==> src/rtl/camera_threshold_packer.sv <==
// OV7670 luma capture: decimate, threshold to one bit per kept pixel, pack the
// bits into line-aligned words with sof/eol/eof flags and queue them in a FIFO.
module camera_threshold_packer #(
    parameter int BYTES_PER_PIXEL = 2,
    parameter int LUMA_PHASE      = 1,
    parameter int H_DECIM         = 8,
    parameter int V_DECIM         = 8,
    parameter int OUT_W           = 80,
    parameter int OUT_H           = 60,
    parameter int PACK_W          = 16,
    parameter int FIFO_DEPTH      = 16
) (
    input  logic              cam_pclk,
    input  logic              nreset,
    input  logic              cam_vsync,
    input  logic              cam_href,
    input  logic [7:0]        cam_data,
    input  logic [7:0]        threshold,
    input  logic              invert,
    output logic [PACK_W-1:0] out_data,
    output logic              out_sof,
    output logic              out_eol,
    output logic              out_eof,
    output logic              out_valid,
    input  logic              out_ready,
    output logic              in_frame,
    output logic              frame_done,
    output logic              overflow,
    input  logic              clear_overflow
);

    localparam int PHW = $clog2(BYTES_PER_PIXEL + 1);
    localparam int HPW = $clog2(H_DECIM + 1);
    localparam int VPW = $clog2(V_DECIM + 1);
    localparam int KCW = $clog2(OUT_W + 1);
    localparam int KLW = $clog2(OUT_H + 1);
    localparam int BCW = $clog2(PACK_W + 1);
    localparam int AW  = $clog2(FIFO_DEPTH);
    localparam int EW  = PACK_W + 3;

    localparam logic [PHW-1:0] PH_LAST = PHW'(BYTES_PER_PIXEL - 1);
    localparam logic [PHW-1:0] PH_LUMA = PHW'(LUMA_PHASE);
    localparam logic [HPW-1:0] H_LAST  = HPW'(H_DECIM - 1);
    localparam logic [VPW-1:0] V_LAST  = VPW'(V_DECIM - 1);
    localparam logic [KCW-1:0] KC_MAX  = KCW'(OUT_W);
    localparam logic [KCW-1:0] KC_LAST = KCW'(OUT_W - 1);
    localparam logic [KLW-1:0] KL_MAX  = KLW'(OUT_H);
    localparam logic [KLW-1:0] KL_LAST = KLW'(OUT_H - 1);
    localparam logic [BCW-1:0] BC_LAST = BCW'(PACK_W - 1);
    localparam logic [AW:0]    DEPTH   = (AW + 1)'(FIFO_DEPTH);

    // Stage 1: input registers plus one-cycle history for edge detection.
    logic       vs1, hr1, vs_prev, hr_prev, armed;
    logic [7:0] d1;

    always_ff @(posedge cam_pclk or negedge nreset) begin
        if (!nreset) begin
            vs1     <= 1'b1;
            hr1     <= 1'b0;
            d1      <= 8'd0;
            vs_prev <= 1'b1;
            hr_prev <= 1'b0;
            armed   <= 1'b0;
        end else begin
            vs1     <= cam_vsync;
            hr1     <= cam_href;
            d1      <= cam_data;
            vs_prev <= vs1;
            hr_prev <= hr1;
            // A frame already running at reset release must see vsync idle first.
            armed   <= armed | cam_vsync;
        end
    end

    logic [PHW-1:0]    phase;
    logic [HPW-1:0]    h_phase;
    logic [VPW-1:0]    v_phase;
    logic [KCW-1:0]    kcol;
    logic [KLW-1:0]    kline;
    logic [BCW-1:0]    bit_cnt;
    logic [PACK_W-1:0] pack;
    logic [PACK_W-1:0] new_pack;
    logic              sof_pending;
    logic              push_v;
    logic [EW-1:0]     push_word;

    logic frame_start, frame_end, href_fall, pixel_done;
    logic line_keep, col_keep, kept, luma_bit, last_line, eol_full;

    assign frame_start = armed & vs_prev & ~vs1;
    assign frame_end   = in_frame & vs1 & ~vs_prev;
    assign href_fall   = hr_prev & ~hr1;
    assign pixel_done  = hr1 & (phase == PH_LUMA);
    assign line_keep   = (v_phase == '0) & (kline < KL_MAX);
    assign col_keep    = (h_phase == '0) & (kcol < KC_MAX);
    assign kept        = in_frame & pixel_done & col_keep & line_keep & ~frame_end;
    assign luma_bit    = invert ? (d1 >= threshold) : (d1 < threshold);
    assign last_line   = (kline == KL_LAST);
    assign eol_full    = (kcol == KC_LAST);
    assign new_pack    = pack | ({{(PACK_W-1){1'b0}}, luma_bit} << bit_cnt);

    // Byte phase and column position restart whenever href is low.
    always_ff @(posedge cam_pclk or negedge nreset) begin
        if (!nreset) begin
            phase   <= '0;
            h_phase <= '0;
            kcol    <= '0;
        end else if (!hr1 || frame_start) begin
            phase   <= '0;
            h_phase <= '0;
            kcol    <= '0;
        end else begin
            phase <= (phase == PH_LAST) ? '0 : phase + PHW'(1);
            if (pixel_done) begin
                h_phase <= (h_phase == H_LAST) ? '0 : h_phase + HPW'(1);
                if (col_keep)
                    kcol <= kcol + KCW'(1);
            end
        end
    end

    always_ff @(posedge cam_pclk or negedge nreset) begin
        if (!nreset) begin
            v_phase <= '0;
            kline   <= '0;
        end else if (frame_start) begin
            v_phase <= '0;
            kline   <= '0;
        end else if (in_frame && href_fall) begin
            v_phase <= (v_phase == V_LAST) ? '0 : v_phase + VPW'(1);
            if (line_keep)
                kline <= kline + KLW'(1);
        end
    end

    // Stage 2: pack bits; a finished word is registered and written next cycle.
    always_ff @(posedge cam_pclk or negedge nreset) begin
        if (!nreset) begin
            in_frame    <= 1'b0;
            frame_done  <= 1'b0;
            sof_pending <= 1'b0;
            pack        <= '0;
            bit_cnt     <= '0;
            push_v      <= 1'b0;
            push_word   <= '0;
        end else begin
            frame_done <= 1'b0;
            push_v     <= 1'b0;
            if (frame_start) begin
                in_frame    <= 1'b1;
                sof_pending <= 1'b1;
                pack        <= '0;
                bit_cnt     <= '0;
            end else if (frame_end) begin
                in_frame   <= 1'b0;
                frame_done <= 1'b1;
                pack       <= '0;
                bit_cnt    <= '0;
            end else if (kept) begin
                if (bit_cnt == BC_LAST) begin
                    push_v      <= 1'b1;
                    push_word   <= {sof_pending, eol_full, eol_full & last_line, new_pack};
                    sof_pending <= 1'b0;
                    pack        <= '0;
                    bit_cnt     <= '0;
                end else begin
                    pack    <= new_pack;
                    bit_cnt <= bit_cnt + BCW'(1);
                end
            end else if (in_frame && href_fall && line_keep && bit_cnt != '0) begin
                push_v      <= 1'b1;
                push_word   <= {sof_pending, 1'b1, last_line, pack};
                sof_pending <= 1'b0;
                pack        <= '0;
                bit_cnt     <= '0;
            end
        end
    end

    // Output handshake: a word transfers on any edge where out_valid & out_ready;
    // the head stays unchanged while out_valid is high and out_ready is low.
    logic [EW-1:0] mem [FIFO_DEPTH];
    logic [AW-1:0] wr_ptr, rd_ptr;
    logic [AW:0]   count;
    logic          pop, push_ok;
    logic [EW-1:0] head;

    assign out_valid = (count != '0);
    assign pop       = out_valid & out_ready;
    assign push_ok   = push_v & ((count < DEPTH) | pop);
    assign head      = mem[rd_ptr];
    assign out_data  = out_valid ? head[PACK_W-1:0] : '0;
    assign out_eof   = out_valid & head[PACK_W];
    assign out_eol   = out_valid & head[PACK_W+1];
    assign out_sof   = out_valid & head[PACK_W+2];

    always_ff @(posedge cam_pclk or negedge nreset) begin
        if (!nreset) begin
            wr_ptr   <= '0;
            rd_ptr   <= '0;
            count    <= '0;
            overflow <= 1'b0;
        end else begin
            if (push_ok)
                wr_ptr <= wr_ptr + AW'(1);
            if (pop)
                rd_ptr <= rd_ptr + AW'(1);
            case ({push_ok, pop})
                2'b10:   count <= count + (AW + 1)'(1);
                2'b01:   count <= count - (AW + 1)'(1);
                default: count <= count;
            endcase
            if (push_v && !push_ok)
                overflow <= 1'b1;
            else if (clear_overflow)
                overflow <= 1'b0;
        end
    end

    always_ff @(posedge cam_pclk) begin
        if (push_ok)
            mem[wr_ptr] <= push_word;
    end

endmodule

==> config.mk <==
export PLATFORM = sky130hd
export DESIGN_NAME = camera_threshold_packer
export DESIGN_NICKNAME = d
export VERILOG_FILES = /design/src/rtl/camera_threshold_packer.sv
export SDC_FILE = /design/constraint.sdc
export NUM_CORES = 1
export LEC_CHECK = 0
export CAP_MARGIN = 10
export CELL_PAD_IN_SITES_DETAIL_PLACEMENT = 1
export CELL_PAD_IN_SITES_GLOBAL_PLACEMENT = 1
export CORE_ASPECT_RATIO = 1.25
export CORE_MARGIN = 4
export CORE_UTILIZATION = 35
export CTS_BUF_LIST = sky130_fd_sc_hd__clkbuf_4 sky130_fd_sc_hd__clkbuf_8 sky130_fd_sc_hd__clkbuf_16
export DETAILED_ROUTE_END_ITERATION = 10
export MAX_ROUTING_LAYER = met4
export PLACE_DENSITY_LB_ADDON = 0.05
export SLEW_MARGIN = 20
export SYNTH_ARGS = -nofsm -noshare
export SYNTH_HDL_FRONTEND = slang
export SYNTH_SLANG_ARGS = --single-unit
==> constraint.sdc <==
create_clock -name cam_pclk -period 7.89 [get_ports cam_pclk]
set_input_delay 1.578 -clock cam_pclk [delete_from_list [all_inputs] [get_ports cam_pclk]]
set_output_delay 1.578 -clock cam_pclk [all_outputs]
set_load 0.02 [all_outputs]
== After elaboration in Yosys (flattened, before gate mapping) ==
Memory sizes are Yosys's and may differ from the RTL's.
Cells that the tools add are included.
W data, S select, Z words.

* Add/subtract/negate cells: 10
* $lt $le $gt $ge: 5
* Eq/ne operators: 11
* Shift-type cells: 1
* Muxes and demuxes: 48
* Bitwise gates (word level): 26
* Reductions and logical operators: 25

{| class="wikitable"
|+ Operator list
! cell !! number
|-
| $mux W16 || 6
|-
| $mux W19 || 3
|-
| $mux W5 || 5
|-
| $mux W4 || 6
|-
| $mux W7 || 3
|-
| $mux W1 || 19
|-
| $and A1 B1 Y1 || 18
|-
| $mux W6 || 3
|-
| $add A4 B1 Y4 const B || 4
|-
| $or A16 B16 Y16 || 1
|-
| $reduce_bool A2 Y1 || 8
|-
| $shl A1 B5 Y16 || 1
|-
| $add A5 B1 Y5 const B || 2
|-
| $pmux W5 S2 || 1
|-
| $reduce_bool A5 Y1 || 2
|-
| $eq A4 B3 Y1 const B || 2
|-
| $ge A8 B8 Y1 || 1
|-
| $logic_not A4 Y1 || 2
|-
| $lt A8 B8 Y1 || 1
|-
| $add A7 B1 Y7 const B || 1
|-
| $eq A7 B7 Y1 const B || 1
|-
| $lt A7 B7 Y1 const B || 1
|-
| $add A6 B1 Y6 const B || 1
|-
| $eq A6 B6 Y1 const B || 1
|-
| 21 further kinds || 33
|}

* Flip-flop bits (word level): 94
* Bits in writable memories: 304
* Bits of input ports: 23
* Output and inout bits: 23
* Word-level logic and storage cells: 149
* Memories: 1

{| class="wikitable"
|+ Memories
! name !! words !! bits a word !! rd ports !! clocked after memory_dff !! write ports !! RTL line !! RTL
|-
| mem || 16 || 19 || 1 || 0 || 1 || 182 || <nowiki>logic [EW-1:0] mem [FIFO_DEPTH];</nowiki>
|}

== Logic depth before layout (Yosys ltp) ==
* Depth after elaboration: 9
* Mapped depth: 13
* Mapped depth without buffers: 12

== Worst setup path after synthesis ==
Ideal clock, no wire load.

* Kind: in2reg
* From: in out_ready
* To: mem mem[3][0] in the netlist's numbering (enable)
* Library setup time: 444 ps
* Data arrival time: 4022 ps
* Setup slack: 3425 ps
* Stages on the path: 5
* Cells stage by stage: nand2b_1 and2_1 clkbuf_1 inv_1 nor4_1

* Cells in the longest elaborated chain, start to end: 5

{| class="wikitable"
|+ Ends and longest elaborated chain
! item !! RTL line !! RTL
|-
| start, declared || 25 || <nowiki>input logic out_ready,</nowiki>
|-
| $and A1 B1 Y1 || 189 || <nowiki>assign pop = out_valid & out_ready;</nowiki>
|-
| $or A1 B1 Y1 || 190 || <nowiki>assign push_ok = push_v & ((count < DEPTH) | pop);</nowiki>
|-
| $and A1 B1 Y1 || 190 ||
|-
| $mux W1 || 221 || <nowiki>if (push_ok)</nowiki>
|-
| $mux W1 (implied by the code) || 222 || <nowiki>mem[wr_ptr] <= push_word;</nowiki>
|-
| end, declared || 182 ||
|}

Every way passes these cells.

== Worst setup path after layout ==
* From: reg rd_ptr[1]
* To: out out_eof

* Cells in the longest elaborated chain, start to end: 2

{| class="wikitable"
|+ Ends and longest elaborated chain
! item !! RTL line !! RTL
|-
| start, declared || 183 || <nowiki>logic [AW-1:0] wr_ptr, rd_ptr;</nowiki>
|-
| start signal, assigned || 207 || <nowiki>rd_ptr <= rd_ptr + AW'(1);</nowiki>
|-
| $mem_v2 Z16 W19 || - ||
|-
| $and A1 B1 Y1 || 193 || <nowiki>assign out_eof = out_valid & head[PACK_W];</nowiki>
|-
| end, declared || 23 || <nowiki>output logic out_eof,</nowiki>
|}

Every way passes these cells.

==> results.md <==
* Status: completed
* Largest net degree at the start of global routing at 57
* Hold path depth at 0
* Hold Vio Cnt, Final at 0
* Leakage at 6.65 nW
* Clk buf depth at 3
* Grt ovf at 0
* Cts hold-fix bufs at 0
* Multi-input gate area at 0.00436 mm^2
* RSZ-0062 raised after global routing: no
* Detailed placer's ending HPWL at 22,300 um
* Crit path max fanout at 52
* Final min period at 5.41 ns
* Yosys cell types at 62
* Fillers at 4,307
* Post-route DRC at 0
* Via count at 8,101
* Depth of the CTS H-tree at 2
* Fin Hold WS at 0.365 ns
* First-pass detailed-route iteration total at 6
* Die Span Y at 248 um
* Data arrival, critical path at 3.84 ns
* Sink Count at 398
* Final ANT Viol Nets at 0
* R2R depth at 11
* Vias in the first global route at 9,097
* Aggregate global-route resource usage at 0.160
* Worst VDD drop at 165 uV
* Slew @ Worst Pin at 0.903 ns
* CP endpoint kind: primary output
* IO Count at 46
* Crit Path Class: reg2out
* F_max at 185 MHz
* Worst-path clk slew at 0.06 ns
* WL final at 38,000 um
* Ratio of cells with drive above 1 in the final layout at 0.236
* Cts bufs inserted at 43
* First-pass GRT wire length at 57,800 um
* Die area at 0.0497 mm^2
* PwrDens at 321 mW/mm^2
* Die W at 200 um
* CP Launch Type: register
* HP Class: reg2reg
* Clock Latency Late Sink at 0.57 ns
* Postcts setup bufs at 0
* CORE AREA at 0.0454 mm^2
* ANT cells at 0
* Final Cycle Share at 0.686
* Critical Path RT at 6.31 ns
* EDFF count, synth at 304
* Sequential cell area at 0.0115 mm^2
* Rows at 87
* Rel. slew slack at 0.396
* Final net count at 993
* CTS tree: done
* Setup TNS at 0 ns
* Async S/R FF share, synth at 0.236
* Post-CTS resize count at 0
* Clk_skew at 0.0236 ns
* Syn_nets at 929
* Mapped Avg Cell Area at 18.4 um^2
* Mapped Area at 0.0162 mm^2
* Post-synthesis sequential area ratio at 0.711
* Wire per inst at 24.4 um
* Area Growth Syn to Fin at 15.7%
* Final setup viols at 0
* Antenna violations before repair at 0
* Syn. warnings at 0
* Max-cap viol count at 0
* IO buf count at 45
* Initial core utilization at 0.356
* Initial drt markers at 447
* Gate Count Post-Synth at 880
* Yosys reg bits at 398
* Clk root buf: clkbuf_16
* GPL Wtd Cong at 0.746
* Mean number of vias per cell at 5.20
* Synth Flop Type: edfxtp_1
* Final slew viol count at 0
==> area by class of cell <==
type                            instances  share of cell area
Sequential cell                       398               0.614
Multi-Input combinational cell        408               0.233
Clock buffer                           57              0.0651
Tap cell                              578              0.0387
Timing Repair Buffer                   61              0.0304
Clock inverter                         23              0.0120
Inverter                               32             0.00642
==> critical path: stages, from the launching register on <==
cell             delay (ns)
dfrtp_2                0.82
buf_4                  0.74
mux4_2                 0.42
mux4_2                 0.52
nor2b_1                0.16
clkdlybuf4s50_1        0.56
==> worst paths after layout <==
path / from / end / slack, ns
max reg2reg: count[0]$_DFFE_PN0P_ / count[4]$_DFFE_PN0P_ / 4.67
max in group asynchronous: nreset / rd_ptr[0]$_DFFE_PN0P_ / 5.65
min reg2reg: vs1$_DFF_PN1_ / vs_prev$_DFF_PN1_ / 0.37
min: vs1$_DFF_PN1_ / vs_prev$_DFF_PN1_ / 0.37
max: rd_ptr[1]$_DFFE_PN0P_ / out_eof / 2.48
min in group asynchronous: nreset / in_frame$_DFFE_PN0P_ / 1.01
==> report_power, final <==
group | switching (W) | internal, W | leakage [nW]
combinational | 0.000665 | 0.000690 | 1.87
sequential | 0.000213 | 0.00241 | 4.05
clock | 0.000809 | 0.00122 | 0.725
total | 0.00169 | 0.00432 | 6.65
==> synthesized netlist by cell type, types with 2 or more instances <==
cell type	number	area share
a211o_1	2	0.0011
a211oi_1	2	0.00093
a21o_1	3	0.0014
a21oi_1	13	0.0040
a31oi_1	11	0.0043
a41oi_1	10	0.0054
and2_1	11	0.0043
and3_1	5	0.0019
and3_2	5	0.0023
and3b_1	2	0.0011
buf_1	3	0.00070
buf_2	7	0.0022
buf_4	3	0.0014
buf_6	6	0.0042
clkbuf_1	20	0.0046
clkbuf_8	2	0.0017
dfrtp_1	92	0.14
dfstp_2	2	0.0033
edfxtp_1	304	0.57
ha_1	25	0.019
inv_1	32	0.0074
mux2_2	13	0.0091
mux2i_1	6	0.0037
mux4_2	95	0.13
nand2_1	25	0.0058
nand2b_1	2	0.00077
nand3_1	9	0.0028
nand3b_1	2	0.00093
nand4_1	9	0.0035
nor2_1	62	0.014
nor2b_1	22	0.0085
nor3b_1	2	0.00093
nor4_1	6	0.0023
o211ai_1	2	0.00093
o21ai_0	11	0.0034
o22ai_1	2	0.00077
o31ai_1	3	0.0014
or3_1	2	0.00077
or4_1	2	0.00093
xnor2_1	12	0.0065
xor2_1	12	0.0065
==> layer usage <==
metal  GRT usage  part of all wire  vias to the layer above
li1            -                 -                     3568
met5           -                 0                        -
met3      0.0299             0.042                       47
met4      0.0352             0.017                        0
met1       0.185              0.40                     4338
met2       0.294              0.55                      148
==> layout by cell type, fill, tap and decap left out, types with 3 or more instances in the layout <==
cell type        count
clkbuf_8             3
edfxtp_1           304
inv_1               32
clkinv_1             9
ha_1                25
nor2_1              57
nor2b_1             22
and2_2               5
mux2_2              13
clkinv_2             7
nand2_1             25
xor2_1              12
and3_2               5
clkbuf_16           44
buf_4               17
o21ai_0             11
clkdlybuf4s50_1     44
a21oi_1             13
and3_1               5
mux4_2              95
nand4_1              9
nor2_4               4
nor4_2               4
o31ai_1              3
dfrtp_1             90
xnor2_1             12
clkbuf_4            10
and2_1               7
a21o_1               3
mux2i_1              6
bufinv_16            4
nand3_1              9
a31oi_1             11
a41oi_1             10
==> state kept, by name, indices dropped and copies added (netlist names), 2 cells and up <==
name / count
push_word: 19
v_phase: 4
kcol: 7
wr_ptr: 4
phase: 2
count: 5
bit_cnt: 5
rd_ptr: 4
kline: 6
d1: 8
h_phase: 4
mem: 304
pack: 16
==> cells by family (layout without fill, tap and decap cells) <==
| family | Yosys count | in the layout | share of synthesized area |
|---|---|---|---|
| AOI/OAI and AO/OA | 65 | 65 | 0.0272 |
| xor gates and xnor gates | 24 | 24 | 0.0130 |
| adders and majority gates | 26 | 26 | 0.0206 |
| buffers and inverters | 74 | 173 | 0.0235 |
| DFF | 398 | 398 | 0.711 |
| muxes | 116 | 116 | 0.147 |
| and+or+nand+nor | 177 | 177 | 0.0581 |
==> through the flow <==
| step | total power, W | util | worst slack [ns] | cells | area [um^2] |
|---|---|---|---|---|---|
| floorplan | 0.00355 | - | 3.42 | 880 | 16200 |
| global placement | 0.00402 | 0.380 | 2.98 | 1477 | 17300 |
| detailed placement | 0.00408 | 0.380 | 2.95 | 1477 | 17300 |
| CTS | 0.00613 | 0.412 | 2.33 | 1557 | 18700 |
| global route | 0.00633 | 0.412 | 2.22 | 1557 | 18700 |
| finish | 0.00601 | 0.412 | 2.48 | 1557 | 18700 |
(Power assumes the default switching activity.)
